<file path="src/rtl/tinyalu_param.sv">
// Parametrised tiny ALU: WIDTH-bit unsigned operands, 2*WIDTH-bit result, start/done handshake,
// configurable multiply latency, and a sticky-overflow multiply-accumulate register.
module tinyalu_param #(
    parameter int unsigned WIDTH   = 8,
    parameter int unsigned MUL_LAT = 3
) (
    input  logic                 clk,
    input  logic                 reset_n,
    input  logic [WIDTH-1:0]     A,
    input  logic [WIDTH-1:0]     B,
    input  logic [2:0]           op,
    input  logic                 start,
    output logic                 done,
    output logic [2*WIDTH-1:0]   result,
    output logic                 ovf
);

    localparam int unsigned RW = 2 * WIDTH;
    localparam int unsigned CW = (MUL_LAT > 1) ? $clog2(MUL_LAT) : 1;

    typedef enum logic [2:0] {
        OP_NOP = 3'b000,
        OP_ADD = 3'b001,
        OP_AND = 3'b010,
        OP_XOR = 3'b011,
        OP_MUL = 3'b100,
        OP_SUB = 3'b101,
        OP_MAC = 3'b110,
        OP_CLR = 3'b111
    } op_e;

    typedef enum logic [1:0] {
        IDLE  = 2'd0,
        EXEC1 = 2'd1,
        MULT  = 2'd2
    } state_e;

    state_e            state;
    op_e               op_q;
    logic [WIDTH-1:0]  a_q;
    logic [WIDTH-1:0]  b_q;
    logic [CW-1:0]     cnt;
    logic [RW-1:0]     acc;
    logic              armed;

    logic [RW-1:0]     a_ext;
    logic [RW-1:0]     b_ext;
    logic [RW-1:0]     prod;
    logic [RW:0]       mac_sum;
    logic [RW-1:0]     alu_res;

    // Datapath works only on captured operands, so input changes while busy are ignored.
    always_comb begin
        a_ext   = RW'(a_q);
        b_ext   = RW'(b_q);
        prod    = a_ext * b_ext;
        mac_sum = {1'b0, acc} + {1'b0, prod};
        alu_res = '0;
        case (op_q)
            OP_ADD:  alu_res = a_ext + b_ext;
            OP_AND:  alu_res = {{WIDTH{1'b0}}, a_q & b_q};
            OP_XOR:  alu_res = {{WIDTH{1'b0}}, a_q ^ b_q};
            OP_SUB:  alu_res = a_ext - b_ext;
            default: alu_res = '0;
        endcase
    end

    // Control FSM; armed blocks re-execution while start stays high after done.
    always_ff @(posedge clk or negedge reset_n) begin
        if (!reset_n) begin
            state  <= IDLE;
            op_q   <= OP_NOP;
            a_q    <= '0;
            b_q    <= '0;
            cnt    <= '0;
            acc    <= '0;
            armed  <= 1'b1;
            done   <= 1'b0;
            result <= '0;
            ovf    <= 1'b0;
        end else begin
            done <= 1'b0;
            if (!start) begin
                armed <= 1'b1;
            end
            case (state)
                IDLE: begin
                    if (start && armed && (op != 3'b000)) begin
                        a_q  <= A;
                        b_q  <= B;
                        op_q <= op_e'(op);
                        if ((op == 3'b100) || (op == 3'b110)) begin
                            state <= MULT;
                            cnt   <= CW'(MUL_LAT - 1);
                        end else begin
                            state <= EXEC1;
                        end
                    end
                end
                EXEC1: begin
                    done  <= 1'b1;
                    armed <= ~start;
                    state <= IDLE;
                    if (op_q == OP_CLR) begin
                        acc    <= '0;
                        ovf    <= 1'b0;
                        result <= '0;
                    end else begin
                        result <= alu_res;
                    end
                end
                MULT: begin
                    if (cnt == '0) begin
                        done  <= 1'b1;
                        armed <= ~start;
                        state <= IDLE;
                        if (op_q == OP_MAC) begin
                            acc    <= mac_sum[RW-1:0];
                            result <= mac_sum[RW-1:0];
                            if (mac_sum[RW]) begin
                                ovf <= 1'b1;
                            end
                        end else begin
                            result <= prod;
                        end
                    end else begin
                        cnt <= cnt - CW'(1);
                    end
                end
                default: state <= IDLE;
            endcase
        end
    end

endmodule

</file>
<file path="config.mk">
export PLATFORM = sky130hd
export DESIGN_NAME = tinyalu_param
export DESIGN_NICKNAME = d
export VERILOG_FILES = /design/src/rtl/tinyalu_param.sv
export SDC_FILE = /design/constraint.sdc
export NUM_CORES = 1
export LEC_CHECK = 0
export BUFFER_PORTS_ARGS = -buffer_cell sky130_fd_sc_hd__clkbuf_2
export CAP_MARGIN = 20
export CORE_MARGIN = 2
export CORE_UTILIZATION = 50
export DETAILED_ROUTE_END_ITERATION = 7
export PLACE_DENSITY = 0.68
export SLEW_MARGIN = 20
export SYNTH_ARGS = -nofsm -noshare
export SYNTH_HDL_FRONTEND = slang
export SYNTH_SLANG_ARGS = --single-unit
</file>
<file path="constraint.sdc">
create_clock -name clk -period 16.75 [get_ports clk]
set_input_delay 1.675 -clock clk [delete_from_list [all_inputs] [get_ports clk]]
set_output_delay 1.675 -clock clk [all_outputs]
set_load 0.05 [all_outputs]
</file>
==> impl_metrics.yaml <==
job:
  drv_cap: 0
global_routing:
  grt_pass1_vias: 5222
  use_met2_pct: 40.7
  track_usage_pct: 25.2
  overflow: 0
  grt-busiest-layer: "met2"
  grt_start_max_net_pins: 59
  grt_pass1_wl_mm: 26.2
  antenna_found_initial: 0
  gr-usage-met1_pct: 33.0
  grt_use_met3_pct: 5.86
sta:
  period_share_pct: 35.8
  rsz0062_at_grt: "no"
  max_freq_mhz: 167
  final_hold_viol_count: 0
  setup_violations: 0
  final-max-slew-violation-count: 0
  clock_skew_ns: 0.00921
  worst_pin_slew_ns: 0.843
  slew-limit-headroom_pct: 43.7
  setup_tns_ns: 0
  final.min_clock_period_ns: 5.99
die:
  die_h_microns: 116
  fp.dieArea_sq_mm: 0.0135
  num_rows: 40
  coreArea_sq_mm: 0.0122
  io_pins: 40
  start_util_pct: 51.7
  die_x_microns: 116
critical_path:
  crit_family: "adder cells"
  path_cells: "nand2_1 -> fa_1 -> fa_1 -> inv_1 -> fa_1 -> inv_1 -> fa_1 -> inv_1 -> ha_1 -> a21o_1 -> a21oi_2 -> a21oi_1 -> a21oi_1 -> xnor2_1 -> ha_1 -> a21oi_1 -> o211ai_1 -> a221oi_1 -> nor3_1 -> a211oi_1 -> a21oi_1"
  criticalPathCategory: "flop to flop"
  crit_path_max_incr_delay_ns: 0.60
  crit_fanout: 12
  required_ns: 16.97
  startpoint_type: "flop"
  cpMaxStageDelayCell: "dfrtp_1"
  arrival_ns: 6.21
  crit_buf_inv: 3
  critPathCaptureType: "flop"
drt:
  finalWirelength_mm: 16.1
  drtIter0Drc: 368
  vias: 5367
  ant_nets: 0
  drc: 0
  via_per_inst: 5.76
  wl_per_cell_microns: 17.3
  drt_first_pass_iters: 5
yosys:
  synth_top_family_by_area: "adder cells"
  synthTopCellsByArea: "dfrtp_1, ha_1, fa_1"
  yosysUniqueCellTypes: 71
  synth-compound-area-share_pct: 20.4
  async_flop_share_pct: 100
  yosysWarnings: 0
  synth_top_area_share_pct: 22.7
  ys_ff_latch: 58
  avgSynthCellArea_sq_um: 8.61
  syn_inst: 731
  yosys.area_share.simple_pct: 18.6
  synth_xor_xnor_area_share_pct: 3.76
  synth_nets: 865
  ys_seq_area_share_pct: 23.1
  synth_area_sq_mm: 0.00629
  synth_edf_count: 0
  synthAdderAreaFrac_pct: 26.9
  synthMuxAreaShare_pct: 1.03
  yosysTopAreaCell: "dfrtp_1"
  ys.flop_type: "dfrtp_1"
clocking:
  path_clk_slew_ns: 0.05
  ctsHoldBuffers: 0
  clock_sinks: 58
  cts_root_buf: "clkbuf_16"
  cts_max_level: 3
  cts_resized: 0
  clk_latency_ns: 0.34
  clockBufferDepth: 2
  cts_setup_buffers: 0
  cts_buffers: 9
  cts_tree: "yes"
place:
  io_buffers: 39
  placed_cell_area_sq_mm: 0.00661
  gp_congestion: 0.985
  place_hpwl_mm: 12.7
cells_and_area:
  drive_gt1_share_pct: 9.95
  num_antenna_cells: 0
  fillerInstances: 1106
  final_cell_area_sq_mm: 0.00691
  syn2layout_area_growth_pct: 9.82
  nets: 893
hold_path:
  hp-class: "flop to flop"
outcome:
  status: "completed"
==> synthesized netlist by cell type (all sizes together), types with 3 or more instances <==
cell type / n
o21ai: 44
fa: 39
clkbuf: 11
a31oi: 6
and3: 5
a211oi: 10
inv: 71
and2: 44
nor2: 45
xor2: 7
o22ai: 5
dfrtp: 57
mux2: 4
buf: 14
nand3b: 3
nand2b: 11
ha: 73
clkinv: 3
nand3: 12
nand2: 94
a22o: 7
o211ai: 7
a21oi: 46
nor2b: 10
o31ai: 4
a21o: 12
a22oi: 7
a221oi: 6
nor3: 11
xnor2: 20
o21bai: 4
==> cells by family (layout without fill, tap and decap cells) <==
group           after synthesis  after routing
compound gates              185            185
xor+xnor                     27             27
simple gates                244            244
mux                           6              6
fa+ha+maj                   112            112
buf+inv                      99            132
flops                        58             58
==> tightest hold or removal path, stage by stage, from the launching register on <==
cell     delay [ns]
dfrtp_1        0.34
nand2_1        0.05
o31ai_1        0.05
==> layout by cell type (no fill, tap or decap), drive strengths merged, types with 7 or more instances in the layout <==
cell and n:
a21oi 46, nor2b 10, nand2 94, inv 71
a211oi 10, clkbuf 52, a21o 12, nand2b 11
o211ai 7, a22o 7, xor2 7, dfrtp 57
ha 73, and2 44, nor3 11, xnor2 20
o21ai 44, fa 39, nor2 45, nand3 12
a22oi 7
==> worst paths after layout <==
check | startpoint | endpoint | slack [ns] | cells past startpoint
max in group asynchronous | reset_n | a_q[7] | 14.73 | 2
worst min-delay path | acc[15] | acc[15] | 0.49 | 2
worst max-delay path | a_q[1] | result[15] | 10.76 | 21
min in group asynchronous | reset_n | acc[9] | 1.47 | 2
worst max register to register | a_q[1] | result[15] | 10.76 | 21
worst min register to register | acc[15] | acc[15] | 0.49 | 2
==> registers in the layout, indices dropped and copies added (netlist names) <==
name	count
state	2
acc	16
result	16
a_q	8
b_q	8
armed	1
op_q	3
ovf	1
cnt	2
done	1
==> cell type report <==
type | count | area, sq um | area share [%]
multi-input cells | 574 | 4450 | 64.4
flip-flops and latches | 58 | 1450 | 21.0
inverters | 74 | 278 | 4.02
clock buffers | 13 | 260 | 3.77
repair buffers | 42 | 218 | 3.15
well taps | 168 | 210 | 3.04
clock inverters | 3 | 40.0 | 0.579
==> per-layer routing <==
metal,wire [microns],up-vias
met4,349,0
met3,875,26
met1,7250,2604
met2,7660,151
met5,0,-
li1,-,2586
==> stage by stage <==
stage | utilization (%) | worst slack, ns | hold slack (ns) | cells
floorplan | - | 11.33 | 0.445 | 731
global placement | 54.4 | 11.01 | 0.473 | 916
detailed placement | 54.4 | 10.77 | 0.473 | 916
CTS | 56.8 | 10.77 | 0.485 | 932
global route | 56.8 | 10.38 | 0.522 | 932
finish | 56.8 | 10.76 | 0.487 | 932
Power is not shown: default switching activity piles up to over one toggle a cycle in this logic, so the estimate is an artifact.
